File: config.mk
export PLATFORM = sky130hd
export DESIGN_NAME = program_loader_flat
export DESIGN_NICKNAME = d
export VERILOG_FILES = /design/src/rtl/program_loader_if.sv /design/src/rtl/program_loader.sv /design/src/flat_wrapper.sv
export SDC_FILE = /design/constraint.sdc
export NUM_CORES = 1
export LEC_CHECK = 0
export BUFFER_PORTS_ARGS = -buffer_cell sky130_fd_sc_hd__buf_4
export CAP_MARGIN = 40
export CORE_UTILIZATION = 51
export CTS_BUF_LIST = sky130_fd_sc_hd__clkbuf_8
export DETAILED_ROUTE_END_ITERATION = 8
export GPL_ROUTABILITY_DRIVEN = 0
export PLACE_DENSITY = 0.82
export SETUP_SLACK_MARGIN = 0.2
export SYNTH_ARGS = -nofsm -noshare
export SYNTH_HDL_FRONTEND = slang
export SYNTH_SLANG_ARGS = --single-unit
File: constraint.sdc
create_clock -name clk -period 2.2 [get_ports clk]
set_clock_uncertainty 0.05 [all_clocks]
set_input_delay 0.44 -clock clk [delete_from_list [all_inputs] [get_ports clk]]
set_output_delay 0.44 -clock clk [all_outputs]
set_load 0.02 [all_outputs]
File: src/rtl/program_loader_if.sv
// Program word stream into the instruction-memory loader.
// Plain valid/ready handshake; in_data/in_last held until accepted.
interface program_loader_if;
    logic        in_valid;
    logic        in_ready;
    logic [31:0] in_data;
    logic        in_last;

    modport master (
        output in_valid,
        output in_data,
        output in_last,
        input  in_ready
    );

    modport slave (
        input  in_valid,
        input  in_data,
        input  in_last,
        output in_ready
    );
endinterface

File: src/rtl/program_loader.sv
// Instruction-memory writer: streams a program in from address 0,
// optionally pads the tail with HLT, and gates the CPU via cpu_halt.
module program_loader #(
    parameter int          AW       = 5,
    parameter bit          PAD_EN   = 1'b1,
    parameter logic [31:0] PAD_WORD = 32'hFC00_0000
) (
    input  logic                clk,
    input  logic                rst,
    input  logic                start,
    program_loader_if.slave     in_if,
    output logic                mem_we,
    output logic [AW-1:0]       mem_addr,
    output logic [31:0]         mem_wdata,
    output logic                cpu_halt,
    output logic                load_done,
    output logic                err_overflow,
    output logic [AW:0]         word_count
);

    typedef enum logic [2:0] {
        IDLE,
        LOAD,
        PAD,
        DONE,
        ERR
    } state_t;

    state_t        state;
    logic [AW-1:0] wp;
    logic          xfer;
    logic          last_addr;

    assign xfer      = in_if.in_valid && in_if.in_ready;
    assign last_addr = (wp == {AW{1'b1}});

    // Loader FSM; every output is registered. load_done/cpu_halt
    // release one cycle after entering DONE so the final write lands
    // in memory before the CPU is allowed to fetch.
    always_ff @(posedge clk or posedge rst) begin
        if (rst) begin
            state          <= IDLE;
            wp             <= '0;
            in_if.in_ready <= 1'b0;
            mem_we         <= 1'b0;
            mem_addr       <= '0;
            mem_wdata      <= '0;
            cpu_halt       <= 1'b1;
            load_done      <= 1'b0;
            err_overflow   <= 1'b0;
            word_count     <= '0;
        end else begin
            mem_we <= 1'b0;
            unique case (state)
                IDLE: begin
                    if (start) begin
                        state          <= LOAD;
                        wp             <= '0;
                        word_count     <= '0;
                        in_if.in_ready <= 1'b1;
                    end
                end
                LOAD: begin
                    if (xfer) begin
                        mem_we     <= 1'b1;
                        mem_addr   <= wp;
                        mem_wdata  <= in_if.in_data;
                        word_count <= word_count + 1'b1;
                        if (in_if.in_last) begin
                            in_if.in_ready <= 1'b0;
                            if (PAD_EN && !last_addr) begin
                                state <= PAD;
                                wp    <= wp + 1'b1;
                            end else begin
                                state <= DONE;
                            end
                        end else if (last_addr) begin
                            state          <= ERR;
                            in_if.in_ready <= 1'b0;
                            err_overflow   <= 1'b1;
                        end else begin
                            wp <= wp + 1'b1;
                        end
                    end
                end
                PAD: begin
                    mem_we    <= 1'b1;
                    mem_addr  <= wp;
                    mem_wdata <= PAD_WORD;
                    if (last_addr) begin
                        state <= DONE;
                    end else begin
                        wp <= wp + 1'b1;
                    end
                end
                DONE: begin
                    if (start) begin
                        state          <= LOAD;
                        wp             <= '0;
                        word_count     <= '0;
                        in_if.in_ready <= 1'b1;
                        cpu_halt       <= 1'b1;
                        load_done      <= 1'b0;
                    end else begin
                        cpu_halt  <= 1'b0;
                        load_done <= 1'b1;
                    end
                end
                ERR: begin
                    if (start) begin
                        state          <= LOAD;
                        wp             <= '0;
                        word_count     <= '0;
                        in_if.in_ready <= 1'b1;
                        err_overflow   <= 1'b0;
                    end
                end
                default: begin
                    state <= IDLE;
                end
            endcase
        end
    end

endmodule

File: src/flat_wrapper.sv
// flat-port wrapper written by rule: the top's interface ports become plain ports
module program_loader_flat 
#(
    parameter int          AW       = 5,
    parameter bit          PAD_EN   = 1'b1,
    parameter logic [31:0] PAD_WORD = 32'hFC00_0000
)
  (clk, rst, start, mem_we, mem_addr, mem_wdata, cpu_halt, load_done, err_overflow, word_count, in_if_in_valid, in_if_in_data, in_if_in_last, in_if_in_ready);
  program_loader_if in_if_i ();
  input  logic clk;
  input  logic rst;
  input  logic start;
  output logic mem_we;
  output logic [AW-1:0] mem_addr;
  output logic [31:0] mem_wdata;
  output logic cpu_halt;
  output logic load_done;
  output logic err_overflow;
  output logic [AW:0] word_count;
  input wire logic [$bits(in_if_i.in_valid)-1:0] in_if_in_valid;
  input wire logic [$bits(in_if_i.in_data)-1:0] in_if_in_data;
  input wire logic [$bits(in_if_i.in_last)-1:0] in_if_in_last;
  output wire logic [$bits(in_if_i.in_ready)-1:0] in_if_in_ready;
  assign in_if_i.in_valid = in_if_in_valid;
  assign in_if_i.in_data = in_if_in_data;
  assign in_if_i.in_last = in_if_in_last;
  assign in_if_in_ready = in_if_i.in_ready;
  program_loader #(.AW(AW), .PAD_EN(PAD_EN), .PAD_WORD(PAD_WORD)) u_core (.clk(clk), .rst(rst), .start(start), .in_if(in_if_i), .mem_we(mem_we), .mem_addr(mem_addr), .mem_wdata(mem_wdata), .cpu_halt(cpu_halt), .load_done(load_done), .err_overflow(err_overflow), .word_count(word_count));
endmodule
* After elaboration in Yosys (flattened, before gate mapping)
Index checks and enable logic that the tools add are counted.
** Operators by class
- Eq/ne operators :: 12
- Multiplexer cells :: 32
- Bitwise logic cells :: 0
- Reduce and logical (&&, ||, !) cells :: 13
- Shift operators :: 0
- $add $sub $neg :: 2
- Order comparisons :: 0
- Multiply operators :: 0
- Divide/modulo/power cells :: 0
** Operators by type and width (number)
- $pmux 32 s2 :: 1
- $mux 32 :: 1
- $mux 5 :: 4
- $mux 3 :: 5
- $pmux 5 s3 :: 1
- $mux 1 :: 12
- $mux 6 :: 2
- $pmux 6 s2 :: 1
- $pmux 5 s2 :: 1
- $pmux 3 s3 :: 1
- $ne 2x1->1 const B :: 4
- $reduce_and 4->1 :: 2
- $add 6x1->6 const B :: 1
- $eq 3x2->1 const B :: 2
- $pmux 1 s2 :: 3
- $reduce_and 3->1 :: 2
- $reduce_bool 2->1 :: 3
- $add 5x1->5 const B :: 1
- $eq 5x5->1 const B :: 1
- $reduce_and 5->1 :: 1
- $ne 2x2->1 const B :: 2
- $eq 3x1->1 const B :: 1
- $eq 3x3->1 const B :: 1
- $logic_not 3->1 :: 1
- 5 further kinds :: 5
** Storage, ports and cells
- Latch bits :: 0
- Flip-flop bits (word level) :: 56
- Input bits :: 37
- RAM bits :: 0
- Output and inout bits :: 48
- Memories kept :: 0
- Memory bits (read-only) :: 0
- Logic and storage cells :: 69

* Logic depth before layout (Yosys ltp)
Gate-level depths: netlist (run 1).
- Depth after elaboration :: 5
- Mapped depth :: 6
- Mapped depth without buffers :: 6

* Worst setup path before layout (run 1)
No wires, ideal clock.
- Kind :: reg2reg
- Start :: reg u_core.wp[0]
- End :: reg u_core.wp[0]
- Library setup time :: 0.118 ns
- Path slack :: 0.525 ns
- Path buffers :: 0
- Arrival time :: 1.507 ns
- Data required time :: 2.032 ns
- Stages on the path, launching flop included :: 7
- Clock period less this slack :: 1.675 ns
- Cell sequence :: dfrtp_1 > ha_1 > and3_1 > ha_1 > a21oi_1 > o21ai_2 > a21o_1
** Between the ends
- Longest elaborated chain between the ends :: 4
- Elaborated cells between the ends (all ways) :: 5
- Those cells by class :: 1 x add/sub; 1 x eq/ne; 3 x mux
** RTL lines
- start, declared :: line program_loader.sv:30 : logic [AW-1:0] wp;
- start signal, assigned :: line program_loader.sv:73 : wp <= wp + 1'b1;
- start signal, assigned :: line program_loader.sv:82 : wp <= wp + 1'b1;
- start signal, assigned :: line program_loader.sv:93 : wp <= wp + 1'b1;
- $add 5x1->5 or $eq 5x5->1 (tied branches)
- $mux 5 * :: line program_loader.sv:71, program_loader.sv:77, program_loader.sv:90
- $mux 5 :: line program_loader.sv:64 : if (xfer) begin
- $pmux 5 s3 * :: line program_loader.sv:54 : unique case (state)
Every way passes the cells marked *; elsewhere a longest branch is shown, timed or not. The select of a mux whose other input is x is not followed.
A chain may end at the register's enable or synchronous reset.

* Worst setup path after layout (run 1)
- Start :: reg u_core.state[0]
- End :: reg u_core.word_count[5]
** Between the ends
- Longest elaborated chain between the ends :: 4
- Elaborated cells between the ends (all ways) :: 10
- Those cells by class :: 5 x eq/ne; 1 x mux; 4 x reduce/logical
** RTL lines
- start, declared :: line program_loader.sv:29 : state_t state;
- start signal, assigned :: line program_loader.sv:42 : state <= IDLE;
- start signal, assigned :: line program_loader.sv:57 : state <= LOAD;
- start signal, assigned :: line program_loader.sv:72 : state <= PAD;
- $eq 3x2->1, or another cell as far along :: line program_loader.sv:54
- $reduce_or 3->1 (no source line)
- $ne 2x1->1 (no source line) or $reduce_bool 2->1 (tied branches)
- $reduce_and 3->1 (no source line)
- end signal, assigned :: line program_loader.sv:68 : word_count <= word_count + 1'b1;
- end, declared :: line program_loader.sv:18 : output logic [AW:0] word_count
Several ways; a longest one is shown, not always the timed one.

==> metrics.yaml, run 1 <==
status:
  status: "finished, final reports clean"
die:
  io_pins: 85
  core_area_um2: 4410
  placementRows: 24
  start_util: 0.538
  fp.dieW_um: 70.3
  die_h_um: 70.3
  die-area_um2: 4940
clock_tree:
  cts_buffers: 5
  post_cts.repair.setup_buffers: 0
  cts_tree: "yes"
  root_buffer: "clkbuf_8"
  path_clk_slew_ns: 0.10
  htreeDepth: 2
  clockBufferDepth: 2
  hold_buffers: 0
  clk_latency_ns: 0.31
  clock_sinks: 56
  post_cts_resized: 0
synthesis:
  netlist.area_leader.share: 0.579
  synth_common_cells: "dfrtp_1 (55), a22o_1 (28), nand2_1 (24)"
  ys.flop_type: "dfrtp_1"
  synthMuxAreaShare: 0.0258
  synth_most_common_cell: "dfrtp_1"
  yosysTopAreaCell: "dfrtp_1"
  async_flop_share: 1.00
  synth-compound-area-share: 0.206
  yosysUniqueCellTypes: 42
  synth_fp_nets: 244
  syn_area_um2: 2380
  avgSynthCellArea_um2: 11.7
  synthAdderAreaFrac: 0.0211
  yosysWarnings: 0
  synthCells: 203
  synth_top_family_by_area: "compound AO/OA/AOI/OAI gates"
  ys_seq_elements: 56
  ys_top_cells_by_area: "dfrtp_1 (58%), a22o_1 (10%), nand2_1 (3.8%), o22a_1 (2.9%), ha_1 (2.1%)"
  yosys.area_share.simple: 0.118
  synth_edf_count: 0
  synth-xor-area-share: 0
  ys_seq_area_frac: 0.590
timing:
  slew_headroom: 0.663
  finalWorstPathRequiredPeriod_ns: 1.84
  rsz0062_at_grt: "no"
  finalCritPeriodShare: 0.837
  worst_pin_slew_ns: 0.506
  fmax_mhz: 543
  drv_slew: 0
  hold_viol_final: 0
  setup_violations: 0
  holdWs_ns: 0.115
  finalSetupTns_ns: 0
grt:
  grt_pass1_vias: 1803
  grt_max_degree: 57
  grt-ovfl-total: 0
  grt_usage: 0.221
  antenna_found_initial: 0
  grt_pass1_wl_um: 8580
critical_path:
  start_kind: "register"
  slowest_stage: "dfrtp_1"
  cpLargestDelayFamily: "simple AND/OR/NAND/NOR gates"
  max_stage_delay_ns: 0.58
  required_ns: 2.40
  crit_fanout: 14
  end_kind: "register"
  crit_top_cell: "or3_1"
  worst-path-buf-inv: 0
  crit_type: "register to register"
  crit_arrival_ns: 2.04
  crit_chain: "nand2b_1 > or3_1 > or3_1 > o21ai_1"
final_layout:
  antennaDiodeCount: 0
  area_delta_synth_final_pct: 33.2
  fillers: 333
  fin_area_um2: 3170
  stdcell_count: 338
  drive_gt1_frac: 0.360
  final_net_count: 326
drt:
  dr.pass1.iters: 4
  via_per_inst: 5.69
  vias: 1923
  routedWlPerCell_um: 15.1
  routed_wl_um: 5120
  ant_nets: 0
  drt_iter0_drc: 153
  drc: 0
placed_design:
  placed_cell_area_um2: 3050
  io_buffers: 84
  dp.cells: 330
  dp_hpwl_um: 3550
power_and_ir_drop:
  seq_power_share: 0.379
  p_int_mw: 2.77
  pwr-share-comb: 0.469
  powerDensity_nw_per_um2: 1460
  switchingPower_mw: 1.84
  p_leak_nw: 1.61
  pwr-share-clk: 0.152
  irDropWorstVdd_v: 0.000839
  switching_share: 0.400
run:
  maxCapViolCount: 0
worst_hold_path:
  worstHoldPathType: "input pin to asynchronous set/reset pin"
-- routing by layer --
layer  part of all wire  track usage
met1               0.47        0.318
met2               0.47        0.329
met3              0.045       0.0491
met4              0.021       0.0800
met5                  0            0
-- final timing paths --
kind	startpoint	endpoint	slack [ns]	cells past startpoint
worst max-delay path	u_core.state[0]$_DFFE_PP0P_	u_core.word_count[5]$_DFFE_PP0P_	0.36	4
worst min-delay path	rst	u_core.mem_wdata[22]$_DFFE_PP0P_	0.11	3
worst max register to register	u_core.state[0]$_DFFE_PP0P_	u_core.word_count[5]$_DFFE_PP0P_	0.36	4
worst min register to register	u_core.err_overflow$_DFFE_PP0P_	u_core.err_overflow$_DFFE_PP0P_	0.43	2
max in group asynchronous	rst	u_core.cpu_halt$_DFFE_PP1P_	1.70	3
min in group clk	in_if_in_data[16]	u_core.mem_wdata[16]$_DFFE_PP0P_	0.29	2
-- power groups by stage --
| stage | registers [mW] | logic [mW] | clock network, mW |
|---|---|---|---|
| detailed placement | 1.76 | 2.17 | 0 |
| CTS | 1.75 | 2.18 | 0.712 |
| global placement | 1.75 | 2.14 | 0 |
| global route | 1.81 | 2.34 | 0.752 |
| finish | 1.75 | 2.16 | 0.701 |
| floorplan | 2.08 | 1.04 | 0 |
-- worst reg2reg max path, delay by kind of cell, from the launching register on --
kind | cells | cell delay (ns)
compound gates | 1 | 0.07
flops | 1 | 0.58
simple gates | 3 | 1.08
-- area by class of cell --
class | count | area, um2 | area share
multi-input combinational | 128 | 887 | 0.280
clock buffer | 5 | 68.8 | 0.0217
inverter | 6 | 22.5 | 0.00711
tap | 52 | 65.1 | 0.0206
clock inverter | 3 | 46.3 | 0.0146
sequential | 56 | 1400 | 0.443
timing repair buffer | 88 | 673 | 0.213
-- placed cells by master, fill, tap and decap left out, drive strengths merged, types with 2 or more instances in the layout --
cell type	synthesis	final
nor2	3	3
mux2i	5	5
clkbuf	4	5
a21oi	3	3
or3	3	3
nand3	7	7
o22a	8	8
dfrtp	55	55
buf	9	88
a2bb2oi	3	3
a21o	2	2
o21ai	10	10
ha	4	4
nor3	5	5
inv	6	7
a22o	28	28
nand2	24	24
and3	3	3
nand3b	3	3
-- state kept, by name (all words and copies together), names as in the netlist --
signal / flops
u_core.err_overflow: 1
u_core.mem_wdata: 32
u_core.cpu_halt: 1
u_core.word_count: 6
u_core.load_done: 1
u_core.state: 3
u_core.mem_we: 1
u_core.mem_addr: 5
u_core.wp: 5
u_core.in_if.in_ready: 1
-- cell families (layout without fill, tap and decap cells) --
| kind of cell | Yosys count | count (layout) |
|---|---|---|
| multiplexers | 6 | 6 |
| AND/OR/NAND/NOR | 56 | 56 |
| buffers and inverters | 19 | 102 |
| flip-flops | 56 | 56 |
| AO/OA/AOI/OAI | 62 | 62 |
| adder cells (fa/ha/maj) | 4 | 4 |
-- per-stage QoR --
stage / power (mW) / util / worst slack, ns
after floorplan: 3.12 / - / 0.340
after global placement: 3.89 / 0.691 / 0.433
after detailed placement: 3.93 / 0.691 / 0.386
after CTS: 4.64 / 0.717 / 0.365
after global routing: 4.89 / 0.717 / 0.206
final: 4.61 / 0.717 / 0.359
No activity file was read; power rests on OpenSTA's default activity.
==> run 2, diff against run 1 <==
--- a/config.mk
+++ b/config.mk
@@ -5,9 +5,10 @@
 export SDC_FILE = /design/constraint.sdc
 export NUM_CORES = 1
 export LEC_CHECK = 0
+export ABC_AREA = 1
 export BUFFER_PORTS_ARGS = -buffer_cell sky130_fd_sc_hd__buf_4
 export CAP_MARGIN = 40
-export CORE_UTILIZATION = 51
+export CORE_UTILIZATION = 52
 export CTS_BUF_LIST = sky130_fd_sc_hd__clkbuf_8
 export DETAILED_ROUTE_END_ITERATION = 8
 export GPL_ROUTABILITY_DRIVEN = 0
==> constraint.sdc (replaced) <==
create_clock -name clk -period 1.7 [get_ports clk]
set_clock_uncertainty 0.05 [all_clocks]
set_input_delay 0.34 -clock clk [delete_from_list [all_inputs] [get_ports clk]]
set_output_delay 0.34 -clock clk [all_outputs]
set_load 0.02 [all_outputs]
==> run 2 against run 1 <==
Critical path depth grew 7. Combinational power grew 58%. Cell count grew 32%. Core utilization grew 4.7 points. Sequential cell count is the same. Non-clock buffer count grew 9. Worst setup slack lost 0.27 ns. Routed wire length grew 12%. Count of clock-buffer cells in the layout grew 1. Clock power grew 7.8%. Critical path type unchanged. Highest routed layer unchanged.
==> metrics.yaml, run 2 <==
timing:
  drv_slew: 0  # unchanged
  hold_viol_final: 0  # unchanged
  rsz0062_at_grt: "yes"
  setup_violations: 0  # unchanged
  slew_headroom: 0.697  # +0.0346
  finalSetupTns_ns: 0  # unchanged
  finalCritPeriodShare: 0.945  # +0.108
  worst_pin_slew_ns: 0.453  # -0.0528 ns
  finalWorstPathRequiredPeriod_ns: 1.61  # -0.235 ns
  fmax_mhz: 623  # +15%
synthesis:
  synthMuxAreaShare: 0  # -0.0258
  ys_seq_elements: 56  # unchanged
  synth_edf_count: 0  # unchanged
  synth_fp_nets: 337  # +38%
  synth-compound-area-share: 0.0577  # -0.149
  synth_most_common_cell: "nand2_1"
  yosysTopAreaCell: "dfrtp_1"
  async_flop_share: 1.00  # unchanged
  synth_common_cells: "nand2_1 (145), dfrtp_1 (55), nor2_1 (15)"
  synth-xor-area-share: 0.0104  # +0.0104
  netlist.area_leader.share: 0.547  # -0.0323
  synth_top_family_by_area: "simple AND/OR/NAND/NOR gates"
  avgSynthCellArea_um2: 8.50  # -27%
  ys_seq_area_frac: 0.557  # -0.0329
  synthCells: 296  # +46%
  ys_top_cells_by_area: "dfrtp_1 (55%), nand2_1 (22%), o21ai_0 (2.6%), nor2_1 (2.2%), o22a_1 (2.1%)"
  yosys.area_share.simple: 0.303  # +0.185
  yosysUniqueCellTypes: 25  # -40%
  ys.flop_type: "dfrtp_1"
  syn_area_um2: 2520  # +5.9%
  synthAdderAreaFrac: 0.0199  # -0.00117
  yosysWarnings: 0  # unchanged
die:
  fp.dieW_um: 71.6  # +1.9%
  core_area_um2: 4500  # +2.0%
  io_pins: 85  # unchanged
  die_h_um: 71.6  # +1.9%
  placementRows: 24  # unchanged
  die-area_um2: 5120  # +3.7%
  start_util: 0.559  # +0.0203
final_layout:
  layout.cells.most_common_list: "nand2_1 (140), buf_4 (94), dfrtp_1 (53), nor2_1 (13), nand2_2 (10)"
  final_util: 0.764  # +0.0470
  seqCellArea_um2: 1410  # +0.18%
  top_register: "u_core.mem_wdata"
  layout_commonest_cell: "nand2_1"
  drive_gt1_frac: 0.350  # -0.00989
  final_net_count: 434  # +33%
  antennaDiodeCount: 0  # unchanged
  fin_area_um2: 3440  # +8.7%
  fillers: 318  # -4.5%
  top_regs: "u_core.mem_wdata: 32 flops, u_core.word_count: 6 flops"
  area_delta_synth_final_pct: 36.8
  stdcell_count: 446  # +32%
  multi_input_area_um2: 1040  # +17%
  largest_reg_flops: 32  # unchanged
drt:
  routedWlPerCell_um: 12.8  # -15%
  routed_wl_um: 5720  # +12%
  routed.top_layer: "met4"
  dr_wl_met2_um: 2720  # +13%
  dr.pass1.iters: 4  # unchanged
  ant_nets: 0  # unchanged
  via_per_inst: 5.07  # -11%
  vias: 2262  # +18%
  drt_iter0_drc: 163  # +6.5%
  drc: 0  # unchanged
  wl_met3_um: 369  # +61%
  wl_met1_um: 2520  # +5.9%
worst_hold_path:
  worstHoldPathType: "input pin to register"
  hp-start: "in_if_in_data[24]"
  min_path_cells: 3
  min_to: "u_core.mem_wdata[24]$_DFFE_PP0P_"
critical_path:
  crit_fanout: 2  # -12
  crit_arrival_ns: 1.76  # -0.28 ns
  crit_type: "register to register"
  crit_chain: "ha_2 > nand2_2 > nor2_4 > ha_4 > inv_2 > nand4_1 > nand2_2 > inv_2 > nand2_2 > nand2_1 > nand2_1"
  end_kind: "register"
  max_stage_delay_ns: 0.37  # -0.21 ns
  slowest_stage: "dfrtp_1"
  required_ns: 1.85  # -0.55 ns
  r2r_start: "u_core.wp[0]$_DFFE_PP0P_"
  r2r_slack_ns: 0.09  # -0.27 ns
  reg2reg_depth: 11  # +7
  crit_top_cell: "nand2_2"
  start_kind: "register"
  r2r-end: "u_core.state[1]$_DFFE_PP0P_"
placed_design:
  dp_hpwl_um: 4090  # +15%
  dp.cells: 430  # +30%
  placed_cell_area_um2: 3220  # +5.6%
  io_buffers: 84  # unchanged
power_and_ir_drop:
  irDropWorstVdd_v: 0.00118  # +40%
  powerDensity_nw_per_um2: 1870  # +28%
  p_leak_nw: 1.88  # +17%
clock_tree:
  cts_buffers: 5  # unchanged
  path_clk_slew_ns: 0.10  # about the same
  clk_latency_ns: 0.31  # about the same
  clock_sinks: 56  # unchanged
  clockBufferDepth: 2  # unchanged
  cts_tree: "yes"
  htreeDepth: 2  # unchanged
  root_buffer: "clkbuf_8"
grt:
  grt_max_degree: 33  # -42%
  grt-ovfl-total: 0  # unchanged
  grt_pass1_wl_um: 9290  # +8.3%
  grt_pass1_vias: 2128  # +18%
  antenna_found_initial: 0  # unchanged
  grt_usage: 0.231  # +0.0104
status:
  status: "finished, final reports clean"
run:
  maxCapViolCount: 0  # unchanged
## run 2: worst max path at each step
stage	start	to	slack, ns	cells past startpoint
final	u_core.wp[0]$_DFFE_PP0P_	u_core.state[1]$_DFFE_PP0P_	0.09	11
after global placement	u_core.wp[0]$_DFFE_PP0P_	u_core.wp[3]$_DFFE_PP0P_	0.11	9
after global routing	u_core.wp[0]$_DFFE_PP0P_	u_core.state[1]$_DFFE_PP0P_	-0.03	11
after CTS	u_core.wp[0]$_DFFE_PP0P_	u_core.state[2]$_DFFE_PP0P_	0.18	10
after detailed placement	u_core.wp[0]$_DFFE_PP0P_	u_core.err_overflow$_DFFE_PP0P_	0.05	9
after floorplan	u_core.wp[0]$_DFFE_PP0P_	u_core.wp[0]$_DFFE_PP0P_	0.22	9
## run 2: layout make-up
type,count,share of cell area
clock buffers,6,0.0240
clock inverters,2,0.00400
inverters,19,0.0233
multi-input cells,214,0.302
flip-flops and latches,56,0.408
well taps,52,0.0189
repair buffers,97,0.220
## run 2: repair_timing
item,4_1_cts,5_1_grt
endpoints found under the hold margin,9,0
endpoints found under the setup margin,11,53
setup buffers,2,5
gates resized for setup,13,12
pin swaps,6,7
hold buffers,1,0
## run 2: where the power goes
part           switching, mW  internal, mW
Sequential             0.360          1.91
Combinational           2.05          1.37
Clock                  0.422         0.334
Total                   2.83          3.61
## run 2: critical path, delay by kind of cell, from the launching register on
kind | cells | cell delay [ns]
flops | 1 | 0.37
fa+ha+maj | 2 | 0.34
buf+inv | 2 | 0.09
simple gates | 7 | 0.64
## run 2: logic make-up after synthesis
kind of cell               Yosys count
AOI/OAI and AO/OA                   24
xor gates and xnor gates             3
adders and majority gates            4
buffers and inverters               26
DFF                                 56
and+or+nand+nor                    183
## run 2: per-stage QoR
step / power, mW / hold WS [ns] / setup slack (ns)
final: 6.44 / 0.179 / 0.0940
after global routing: 6.89 / 0.169 / -0.0310
after CTS: 6.29 / 0.169 / 0.181
after detailed placement: 5.46 / 0.329 / 0.0497
after global placement: 5.37 / 0.330 / 0.114
after floorplan: 4.24 / 0.370 / 0.217
## run 2: metal layers
layer  up-vias  track usage
met4         0       0.0697
met5         -            0
li1       1114            -
met1      1054        0.297
met3        13       0.0492
met2        81        0.398
==> run 3, diff against run 2 <==
--- a/config.mk
+++ b/config.mk
@@ -8,11 +8,11 @@
 export ABC_AREA = 1
 export BUFFER_PORTS_ARGS = -buffer_cell sky130_fd_sc_hd__buf_4
 export CAP_MARGIN = 40
-export CORE_UTILIZATION = 52
-export CTS_BUF_LIST = sky130_fd_sc_hd__clkbuf_8
+export CORE_UTILIZATION = 35
+export CTS_BUF_LIST = sky130_fd_sc_hd__clkbuf_4
 export DETAILED_ROUTE_END_ITERATION = 8
 export GPL_ROUTABILITY_DRIVEN = 0
-export PLACE_DENSITY = 0.82
+export MAX_ROUTING_LAYER = met4
 export SETUP_SLACK_MARGIN = 0.2
 export SYNTH_ARGS = -nofsm -noshare
 export SYNTH_HDL_FRONTEND = slang
==> run 3 against run 2 <==
Sequential share of layout area shrank 0.15 points. Die area grew 47%. Count of clock-buffer cells in the layout shrank 1. Total power shrank 1.4%. Routed wire length shrank 0.61%. First-iteration DRC count shrank 41%. Fmax grew 1.7%. Register-to-register slack gained 0.03 ns. Final area grew 0.36%. Largest power group unchanged.
==> metrics.yaml, run 3 (synthesized netlist as in run 2, its figures left out) <==
timing:
  fmax_mhz: 633  # +1.7%
  holdWs_ns: 0.102  # -0.0765 ns
  finalWorstPathRequiredPeriod_ns: 1.58  # -0.0270 ns
  setup_violations: 0  # unchanged
  hold_viol_final: 0  # unchanged
  slew_headroom: 0.802  # +0.104
  rsz0062_at_grt: "yes"
  finalSetupTns_ns: 0  # unchanged
  drv_slew: 0  # unchanged
  finalCritPeriodShare: 0.929  # -0.0159
  worst_pin_slew_ns: 0.297  # -0.155 ns
  setup_slack_ns: 0.121  # +0.0270 ns
critical_path:
  slowest_stage: "dfrtp_1"
  crit_type: "register to register"
  crit_top_cell: "nand2_1"
  required_ns: 1.93  # +0.08 ns
  cp-startpoint: "u_core.wp[0]$_DFFE_PP0P_"
  crit_chain: "ha_2 > nand2_2 > nor2_4 > ha_4 > inv_2 > nand4_1 > nand2_2 > inv_2 > nand2_1 > nand2_1 > nand2_1"
  end_kind: "register"
  crit_arrival_ns: 1.81  # +0.05 ns
  r2r_start: "u_core.wp[0]$_DFFE_PP0P_"
  crit_fanout: 2  # unchanged
  start_kind: "register"
  max_stage_delay_ns: 0.39  # +0.02 ns
power_and_ir_drop:
  p_leak_nw: 1.84  # -2.3%
  p_total_mw: 6.35  # -1.4%
  powerDensity_nw_per_um2: 1840  # -1.8%
  irDropWorstVdd_v: 0.000919  # -22%
clock_tree:
  cts_buffers: 5  # unchanged
  cts_tree: "yes"
  path_clk_slew_ns: 0.16  # +0.06 ns
  clk_latency_ns: 0.37  # +0.06 ns
  clockBufferDepth: 2  # unchanged
  htreeDepth: 2  # unchanged
  clock_sinks: 56  # unchanged
  root_buffer: "clkbuf_4"
die:
  die_h_um: 86.8  # +21%
  placementRows: 30  # +25%
  start_util: 0.366  # -0.192
  fp.dieW_um: 86.8  # +21%
  die-area_um2: 7530  # +47%
  io_pins: 85  # unchanged
  core_area_um2: 6870  # +53%
final_layout:
  final_net_count: 427  # -1.6%
  largest_reg_flops: 32  # unchanged
  fin_area_um2: 3450  # +0.36%
  stdcell_count: 482  # +8.1%
  area_delta_synth_final_pct: 37.3
  top_register: "u_core.mem_wdata"
  layout_commonest_cell: "nand2_1"
  drive_gt1_frac: 0.339  # -0.0109
  top_regs: "u_core.mem_wdata: 32 flops, u_core.word_count: 6 flops"
  antennaDiodeCount: 0  # unchanged
  final_util: 0.503  # -0.261
  layout.cells.most_common_list: "nand2_1 (142), buf_4 (87), dfrtp_1 (53), nor2_1 (13), o21ai_0 (10)"
grt:
  grt_max_degree: 57  # +73%
  grt_usage: 0.164  # -0.0676
  grt_pass1_vias: 2109  # -0.89%
  grt_pass1_wl_um: 9520  # +2.5%
  grt-ovfl-total: 0  # unchanged
  antenna_found_initial: 0  # unchanged
placed_design:
  dp.cells: 473  # +10%
  dp_hpwl_um: 4010  # -1.7%
  place_ws_ns: 0.0363  # -0.0134 ns
  placed_cell_area_um2: 3260  # +1.1%
  io_buffers: 84  # unchanged
drt:
  routed_wl_um: 5690  # -0.61%
  vias: 2156  # -4.7%
  dr.pass1.iters: 4  # unchanged
  drt_iter0_drc: 96  # -41%
  routedWlPerCell_um: 11.8  # -8.0%
  ant_nets: 0  # unchanged
  via_per_inst: 4.47  # -12%
  drc: 0  # unchanged
status:
  status: "finished, final reports clean"
worst_hold_path:
  worstHoldPathType: "input pin to register"
  hp-start: "in_if_in_data[11]"
run:
  maxCapViolCount: 0  # unchanged
-- run 3: cell count changes in the layout (fill, tap and decap cells not counted), sizes merged --
cell and change:
buf -7, clkbuf -1, bufinv +2, clkinv -1
inv -1
-- run 3: worst paths after layout --
kind | depth (start not counted) | slack [ns] | end
max in group asynchronous | 4 | 0.77 | u_core.cpu_halt$_DFFE_PP1P_
max reg2reg | 11 | 0.12 | u_core.state[0]$_DFFE_PP0P_
min | 3 | 0.10 | u_core.mem_wdata[11]$_DFFE_PP0P_
min in group asynchronous | 4 | 0.52 | u_core.mem_wdata[8]$_DFFE_PP0P_
max | 11 | 0.12 | u_core.state[0]$_DFFE_PP0P_
min reg2reg | 2 | 0.44 | u_core.mem_wdata[19]$_DFFE_PP0P_
-- run 3: repair_timing --
action                                  in CTS  in global routing
endpoints found under the hold margin       55                  0
resized for setup                           14                 14
hold buffers                                 1                  0
setup buffers                                1                  0
endpoints found under the setup margin      44                 54
pin swaps                                    3                  7
-- run 3: routing by layer --
metal  share of wire  routed length (um)  global-route usage
met5               0                   0                   -
met4          0.0084                  48              0.0409
met3           0.063                 356              0.0371
met2            0.44                2500               0.260
met1            0.49                2780               0.212
-- run 3: area by class of cell --
type | count | area [um2]
Tap cell | 96 | 120
Fill cell | 687 | 3410
Clock buffer | 5 | 37.5
Inverter | 19 | 85.1
Multi-Input combinational cell | 214 | 1050
Clock inverter | 2 | 60.1
Sequential cell | 56 | 1410
Timing Repair Buffer | 90 | 694
-- run 3: power breakdown --
part	internal (mW)	switching (mW)	total, mW	leakage [nW]
registers	1.90	0.364	2.27	0.718
clock network	0.451	0.417	0.868	0.0513
logic	1.26	1.96	3.22	1.07
-- run 3: worst max-delay path, delay by kind of cell, from the launching register on --
family	cells	cell delay (ns)
adders and majority gates	2	0.34
buffers and inverters	2	0.08
DFF	1	0.39
and+or+nand+nor	7	0.62
